<file path="src/rtl/axon_input_packer.sv">
// axon_input_packer: gathers 16 consecutive BRAM words, addressed by an
// external address counter, into one wide beat and offers it on a
// valid/ready output. Runs until the beat holding the terminal word is taken.

// One output lane: a DATA_WIDTH register loaded when its write strobe fires.
module axon_packer_lane #(
  parameter int DATA_WIDTH = 16
) (
  input  logic                  clk,
  input  logic                  rst,
  input  logic                  we_i,
  input  logic [DATA_WIDTH-1:0] d_i,
  output logic [DATA_WIDTH-1:0] q_o
);

  logic [DATA_WIDTH-1:0] q_q;

  // Lane storage; holds its value between beats and after the run ends.
  always_ff @(posedge clk) begin
    if (!rst)      q_q <= '0;
    else if (we_i) q_q <= d_i;
  end

  assign q_o = q_q;

endmodule

module axon_input_packer #(
  parameter int DATA_WIDTH     = 16,
  parameter int ADDRESS_LENGTH = 13
) (
  input  logic                       clk,
  input  logic                       rst,
  input  logic                       start,
  input  logic [ADDRESS_LENGTH-1:0]  addr_in,
  input  logic                       flag_1per16,
  input  logic                       cnt_done,
  output logic                       cnt_en,
  output logic [ADDRESS_LENGTH-1:0]  mem_addr,
  input  logic [DATA_WIDTH-1:0]      mem_rdata,
  output logic [16*DATA_WIDTH-1:0]   m_data,
  output logic                       m_valid,
  input  logic                       m_ready,
  output logic                       m_last,
  output logic                       busy,
  output logic                       done
);

  // Beat width is tied to the counter's 1-per-16 flag, so it is fixed.
  localparam int WORDS_PER_BEAT = 16;
  localparam int LANE_W         = 4;

  typedef enum logic [2:0] {
    S_IDLE,
    S_FILL,
    S_DRAIN,
    S_OUT,
    S_FINISH
  } state_t;

  state_t state_q, state_d;

  // Pending read: the address issued this cycle returns data next cycle,
  // so its lane and markers ride one stage behind the counter.
  logic              pend_vld_q, pend_vld_d;
  logic [LANE_W-1:0] pend_lane_q, pend_lane_d;
  logic              pend_last_q, pend_last_d;
  logic              pend_term_q, pend_term_d;
  logic              m_last_q, m_last_d;

  logic [WORDS_PER_BEAT-1:0]                 lane_we;
  logic [WORDS_PER_BEAT-1:0][DATA_WIDTH-1:0] lane_q;

  // State and pending-read registers.
  always_ff @(posedge clk) begin
    if (!rst) begin
      state_q     <= S_IDLE;
      pend_vld_q  <= 1'b0;
      pend_lane_q <= '0;
      pend_last_q <= 1'b0;
      pend_term_q <= 1'b0;
      m_last_q    <= 1'b0;
    end else begin
      state_q     <= state_d;
      pend_vld_q  <= pend_vld_d;
      pend_lane_q <= pend_lane_d;
      pend_last_q <= pend_last_d;
      pend_term_q <= pend_term_d;
      m_last_q    <= m_last_d;
    end
  end

  // Next-state logic and Moore outputs.
  always_comb begin
    state_d = state_q;
    cnt_en  = 1'b0;
    m_valid = 1'b0;
    done    = 1'b0;
    busy    = (state_q != S_IDLE);
    unique case (state_q)
      S_IDLE: begin
        // A run already parked on the terminal address has nothing to send.
        if (start && !cnt_done) state_d = S_FILL;
      end
      S_FILL: begin
        cnt_en = 1'b1;
        // Stop issuing after the 16th word; the counter then rests on the
        // next aligned address (or stays on the terminal one).
        if (flag_1per16) state_d = S_DRAIN;
      end
      S_DRAIN: begin
        state_d = S_OUT;
      end
      S_OUT: begin
        m_valid = 1'b1;
        if (m_ready) state_d = m_last_q ? S_FINISH : S_FILL;
      end
      S_FINISH: begin
        done    = 1'b1;
        state_d = S_IDLE;
      end
      default: state_d = S_IDLE;
    endcase
  end

  // Every FILL cycle launches one read; nothing is in flight otherwise.
  always_comb begin
    pend_vld_d  = (state_q == S_FILL);
    pend_lane_d = addr_in[LANE_W-1:0];
    pend_last_d = flag_1per16;
    pend_term_d = cnt_done;
  end

  // m_last follows the terminal marker of the beat's final word, which lands
  // during DRAIN; it is otherwise held so it stays stable through OUT/IDLE.
  always_comb begin
    m_last_d = m_last_q;
    if (pend_vld_q && pend_last_q) m_last_d = pend_term_q;
  end

  // Steer the returning word into its lane.
  always_comb begin
    for (int k = 0; k < WORDS_PER_BEAT; k++)
      lane_we[k] = pend_vld_q && (pend_lane_q == LANE_W'(k));
  end

  genvar g;
  generate
    for (g = 0; g < WORDS_PER_BEAT; g++) begin : g_lane
      axon_packer_lane #(.DATA_WIDTH(DATA_WIDTH)) u_lane (
        .clk  (clk),
        .rst  (rst),
        .we_i (lane_we[g]),
        .d_i  (mem_rdata),
        .q_o  (lane_q[g])
      );
    end
  endgenerate

  assign mem_addr = addr_in;
  assign m_data   = lane_q;
  assign m_last   = m_last_q;

endmodule

</file>
<file path="config.mk">
export PLATFORM = sky130hd
export DESIGN_NAME = axon_input_packer
export DESIGN_NICKNAME = d
export VERILOG_FILES = /design/src/rtl/axon_input_packer.sv
export SDC_FILE = /design/constraint.sdc
export NUM_CORES = 1
export LEC_CHECK = 0
export BUFFER_PORTS_ARGS = -buffer_cell sky130_fd_sc_hd__buf_2
export CORE_MARGIN = 1.5
export CORE_UTILIZATION = 35
export CTS_CLUSTER_SIZE = 16
export DETAILED_ROUTE_END_ITERATION = 7
export PLACE_DENSITY_LB_ADDON = 0.2
export REMOVE_ABC_BUFFERS = 1
export SKIP_LAST_GASP = 1
export SYNTH_ARGS = -nofsm -noshare
export SYNTH_HDL_FRONTEND = slang
export SYNTH_HIERARCHICAL = 1
export SYNTH_SLANG_ARGS = --single-unit
</file>
<file path="constraint.sdc">
create_clock -name clk -period 2.1 [get_ports clk]
set_input_delay 0.105 -clock clk [delete_from_list [all_inputs] [get_ports clk]]
set_output_delay 0.105 -clock clk [all_outputs]
set_load 0.005 [all_outputs]
</file>
* Word level (Yosys, flattened, before mapping)
Index checks and enable logic that the tools add are counted.
** Operators by class
- Eq/ne operators :: 22
- Multiplexer cells :: 8
- Reductions and logical operators :: 23
** Operators by type and width (count)
- equality test 4 bit (second input constant) :: 8
- logical AND 1 bit :: 18
- equality test 4 x 3 -> 1 bit (second input constant) :: 4
- 2-to-1 mux 3 bit :: 4
- one-hot mux 3 bit (4 select lines) :: 1
- equality test 4 x 2 -> 1 bit (second input constant) :: 2
- equality test 3 x 2 -> 1 bit (second input constant) :: 2
- inequality test 2 bit (second input constant) :: 3
- equality test 4 x 1 -> 1 bit (second input constant) :: 1
- zero test 4 bit :: 1
- equality test 3 x 1 -> 1 bit (second input constant) :: 1
- equality test 3 bit (second input constant) :: 1
- zero test 3 bit :: 1
- 2-to-1 mux 1 bit :: 3
- AND reduction 3 bit :: 1
- nonzero test 3 bit :: 1
- zero test 1 bit :: 1
** Word-level totals
- Register bits after elaboration :: 267
- Output and inout port bits :: 274

* Depth between registers and ports, before layout
- Word-level depth :: 4
- Depth in mapped cells :: 6
- Depth with buffers taken out :: 4

* Modules after synthesis
Netlist, hierarchy kept.
** By module, submodules not included
- axon_packer_lane :: instances 16, cells each 51, area an instance 615.6 sq um, sequential area each 320.3 sq um
- axon_input_packer :: instances 1, cells each 76, area an instance 608.1 sq um, sequential area each 220.2 sq um

* Least setup slack after synthesis
No wires, ideal clock.
- Path kind :: register to register
- Start :: register pend_vld_q
- End :: register g_lane[0].u_lane.q_q[10]
- Setup time :: 0.116 ns
- Data arrival time :: 1.414 ns
- Data required time :: 1.984 ns
- Slack :: 0.570 ns
- Stages on the path, launching flop included :: 7
- Path buffers :: 2
- Period minus slack after synthesis :: 1.530 ns
- Path through :: dfxtp_1 -> or3b_4 -> nor3_2 -> buf_6 -> buf_12 -> mux2i_1 -> nor2b_1
** On the way
- Cells in the longest elaborated chain, start to end :: 1
** RTL lines
- from (decl) :: RTL line 65 : logic pend_vld_q, pend_vld_d;
- from (signal assigned) :: RTL line 85 : pend_vld_q <= pend_vld_d;
- logical AND 1 bit :: RTL line 144 : lane_we[k] = pend_vld_q && (pend_lane_q == LANE_W'(k));
- via lane_we[0] :: RTL line 71 : logic [WORDS_PER_BEAT-1:0] lane_we;
- to (signal assigned) :: RTL line 21 : else if (we_i) q_q <= d_i;
- to (decl) :: RTL line 16 : logic [DATA_WIDTH-1:0] q_q;
The timed path passes the listed nets, and every way through them passes these cells.
A chain may end at the register's enable or synchronous reset.

* Final worst setup path
- Start :: register pend_vld_q
- End :: register g_lane[3].u_lane.q_q[5]
** On the way
- Cells in the longest elaborated chain, start to end :: 1
** RTL lines (RTL line)
- logical AND 1 bit :: 144
- via lane_we[3] :: 71
- to (signal assigned) :: 21
- to (decl) :: 16
The timed path passes the listed nets, and every way through them passes these cells.

==> flow_summary.yaml <==
place:
  hpwl_um: 18100
  place_ws_ps: 376
  numPortBuffers: 290
  gp_congestion: 0.757
clock_tree:
  cts_sinks: 267
  cts_buffers: 29
  clockBufferDepth: 3
  clock-root-buffer: "clkbuf_16"
  post-cts-setup-buffers: 0
  cts.clk_slew.worst_paths_ps: 60
  cts_tree: "built"
  cts_max_level: 1
  clock_latency_ps: 550
grt:
  antenna_found_initial: 0
  grt_max_degree: 115
  grt_pass1_vias: 6790
  grt_pass1_wl_um: 41700
  overflow: 0
  grt_use_total: 0.174
routing:
  postRouteAntennaNets: 0
  route.detailed.drc: 0
  vias: 7048
  dr.first_iter.drc_count: 243
  wl_um: 27800
  via_per_inst: 4.42
  wl_per_cell_um: 17.4
  firstDrtPassIters: 4
yosys:
  ys_seq_area_frac: 0.511
  ys_async_sr_fraction: 0
  synth-seq-cells: 267
  synth_top_area_share: 0.511
  synthCells: 892
  yosys_warnings: 6
  synthDistinctLibCells: 26
  yosys-top-cells-area: "dfxtp_1 (51%), mux2i_1 (25%), nor2b_1 (15%)"
  yosysMostFrequentCell: "dfxtp_1"
  synth.avg_cell_area_um2: 11.7
  synthFlopType: "dfxtp_1"
  synth_area_mm2: 0.0105
  ys_top_cells_by_count: "dfxtp_1 (267), mux2i_1 (256), nor2b_1 (256)"
  synth-edff-count: 0
  synth_top_cell_by_area: "dfxtp_1"
floorplan:
  core_region_area_mm2: 0.0296
  die_h_um: 176
  die_x_um: 176
  dieArea_mm2: 0.0309
  row_count: 63
  io_pins: 309
  initial_core_util: 0.354
timing:
  maxSlewViolCount: 0
  worst_slack_ps: 379
  finalHoldViolCount: 0
  setup_viol: 0
  rsz0062_at_grt: "no"
  tns_ps: 0
  worst_pin_slew_ps: 424
  skew_ps: 14.4
  fmax_ghz: 0.581
  relSlewSlack: 0.717
  timing.final.crit_period_ps: 1720
  period_share: 0.819
cells_and_area:
  final_layout_size_suffix_gt1_frac: 0.310
  insertedDiodeCount: 0
  final_nets: 1216
  nFillCells: 2871
  area_growth_pct: 25.8
power:
  power.density_mw_per_mm2: 818
  swShare: 0.211
  comb_power_share: 0.038
  internal_power_uw: 8490
  p_clk_frac: 0.487
  ir_drop_uv: 545
  leakage_uw: 0.00508
  p_sw_uw: 2270
  pwr-share-seq: 0.475
setup_path:
  worst_setup_path_start_kind: "flip-flop"
  cp_slowest_stage_delay_ps: 450
  worstSetupPathType: "flip-flop to flip-flop"
  worst_ep_arrival_time_ps: 2150
  path_cells: "or3b_4, nor2_2, buf_4, mux2i_1, nor2b_1"
  crit_fanout: 16
  slowest_stage: "or3b_4"
  critPathBufInv: 1
  crit_required_ps: 2530
  cp-end-kind: "flip-flop"
  cp_top_family: "simple AND/OR/NAND/NOR gates"
run_status:
  run_status: "finished clean"
job:
  cap_violations: 0
worst_hold_path:
  hold_class: "input port to flip-flop"
==> through the flow <==
| step | hold WS [ps] | cell area, um^2 | std cells | power (uW) | util |
|---|---|---|---|---|---|
| after global placement | 210 | 12100 | 1531 | 5630 | 0.408 |
| after detailed placement | 210 | 12100 | 1531 | 5630 | 0.408 |
| after floorplan | 210 | 9800 | 831 | 5380 | - |
| after global routing | 43.9 | 13200 | 1593 | 11200 | 0.445 |
| final | 47.5 | 13200 | 1593 | 10800 | 0.445 |
| after CTS | 34.3 | 13200 | 1593 | 10900 | 0.445 |
==> cell type report <==
| cell class | instances | area (um^2) | area share |
|---|---|---|---|
| clock buffer | 47 | 883 | 0.0672 |
| timing repair buffer | 319 | 1820 | 0.139 |
| inverter | 1 | 3.75 | 0.000285 |
| tap | 390 | 488 | 0.0371 |
| clock inverter | 6 | 109 | 0.00828 |
| multi-input combinational | 563 | 4500 | 0.342 |
| sequential | 267 | 5350 | 0.406 |
==> worst min-delay path, stage by stage <==
cell	delay [ps]
buf_2	210
mux2i_1	170
nor2b_1	50
==> cells by family after synthesis <==
logic type / synth area share
buffers and inverters: 0.0633
flip-flops: 0.511
AND/OR/NAND/NOR: 0.177
AO/OA/AOI/OAI: 0.00395
multiplexers: 0.245
==> registers in the layout, summed over array words and instances, names as in the netlist <==
signal             cells
m_last                 1
pend_term_q            1
g_lane.u_lane/q_o    256
pend_vld_q             1
pend_lane_q            4
state_q                3
pend_last_q            1
==> repair_timing <==
item,CTS,global route
endpoints found under the setup margin,0,0
endpoints found under the hold margin,35,0
resized for setup,0,0
hold buffers,9,0
==> placed cells by master (no fill, tap or decap), types with 9 or more instances in the layout <==
cell type,instances
mux2i_1,256
nor2b_1,256
clkbuf_16,29
dfxtp_1,267
buf_4,10
clkbuf_8,9
clkbuf_1,9
buf_2,289
nor2_2,12
buf_12,10
dlygate4sd3_1,9
==> worst paths after layout <==
kind / startpoint / end / slack (ps) / depth (start not counted)
max: pend_vld_q$_SDFF_PN0_ / g_lane[3].u_lane/q_o[5]$_SDFFE_PN0P_ / 380 / 5
min: mem_rdata[2] / g_lane[8].u_lane/q_o[2]$_SDFFE_PN0P_ / 50 / 3
max reg2reg: pend_vld_q$_SDFF_PN0_ / g_lane[3].u_lane/q_o[5]$_SDFFE_PN0P_ / 380 / 5
min reg2reg: pend_term_q$_SDFF_PN0_ / m_last$_SDFFE_PN0P_ / 470 / 2
==> routing by layer <==
metal,vias to the layer above,global-route usage,wire [um]
met5,-,0,0
met4,0,0.0377,367
met3,25,0.0524,1940
met2,208,0.285,12600
met1,3278,0.225,12800
li1,3537,-,-
==> power groups by stage <==
stage	Sequential, uW	Combinational (uW)	Clock [uW]
2_1_floorplan	5230	152	0
3_3_place_gp	5230	405	0
3_5_place_dp	5230	406	0
4_1_cts	5120	419	5370
5_1_grt	5120	445	5590
6_report	5120	410	5240
No activity file was read; power rests on OpenSTA's default activity.
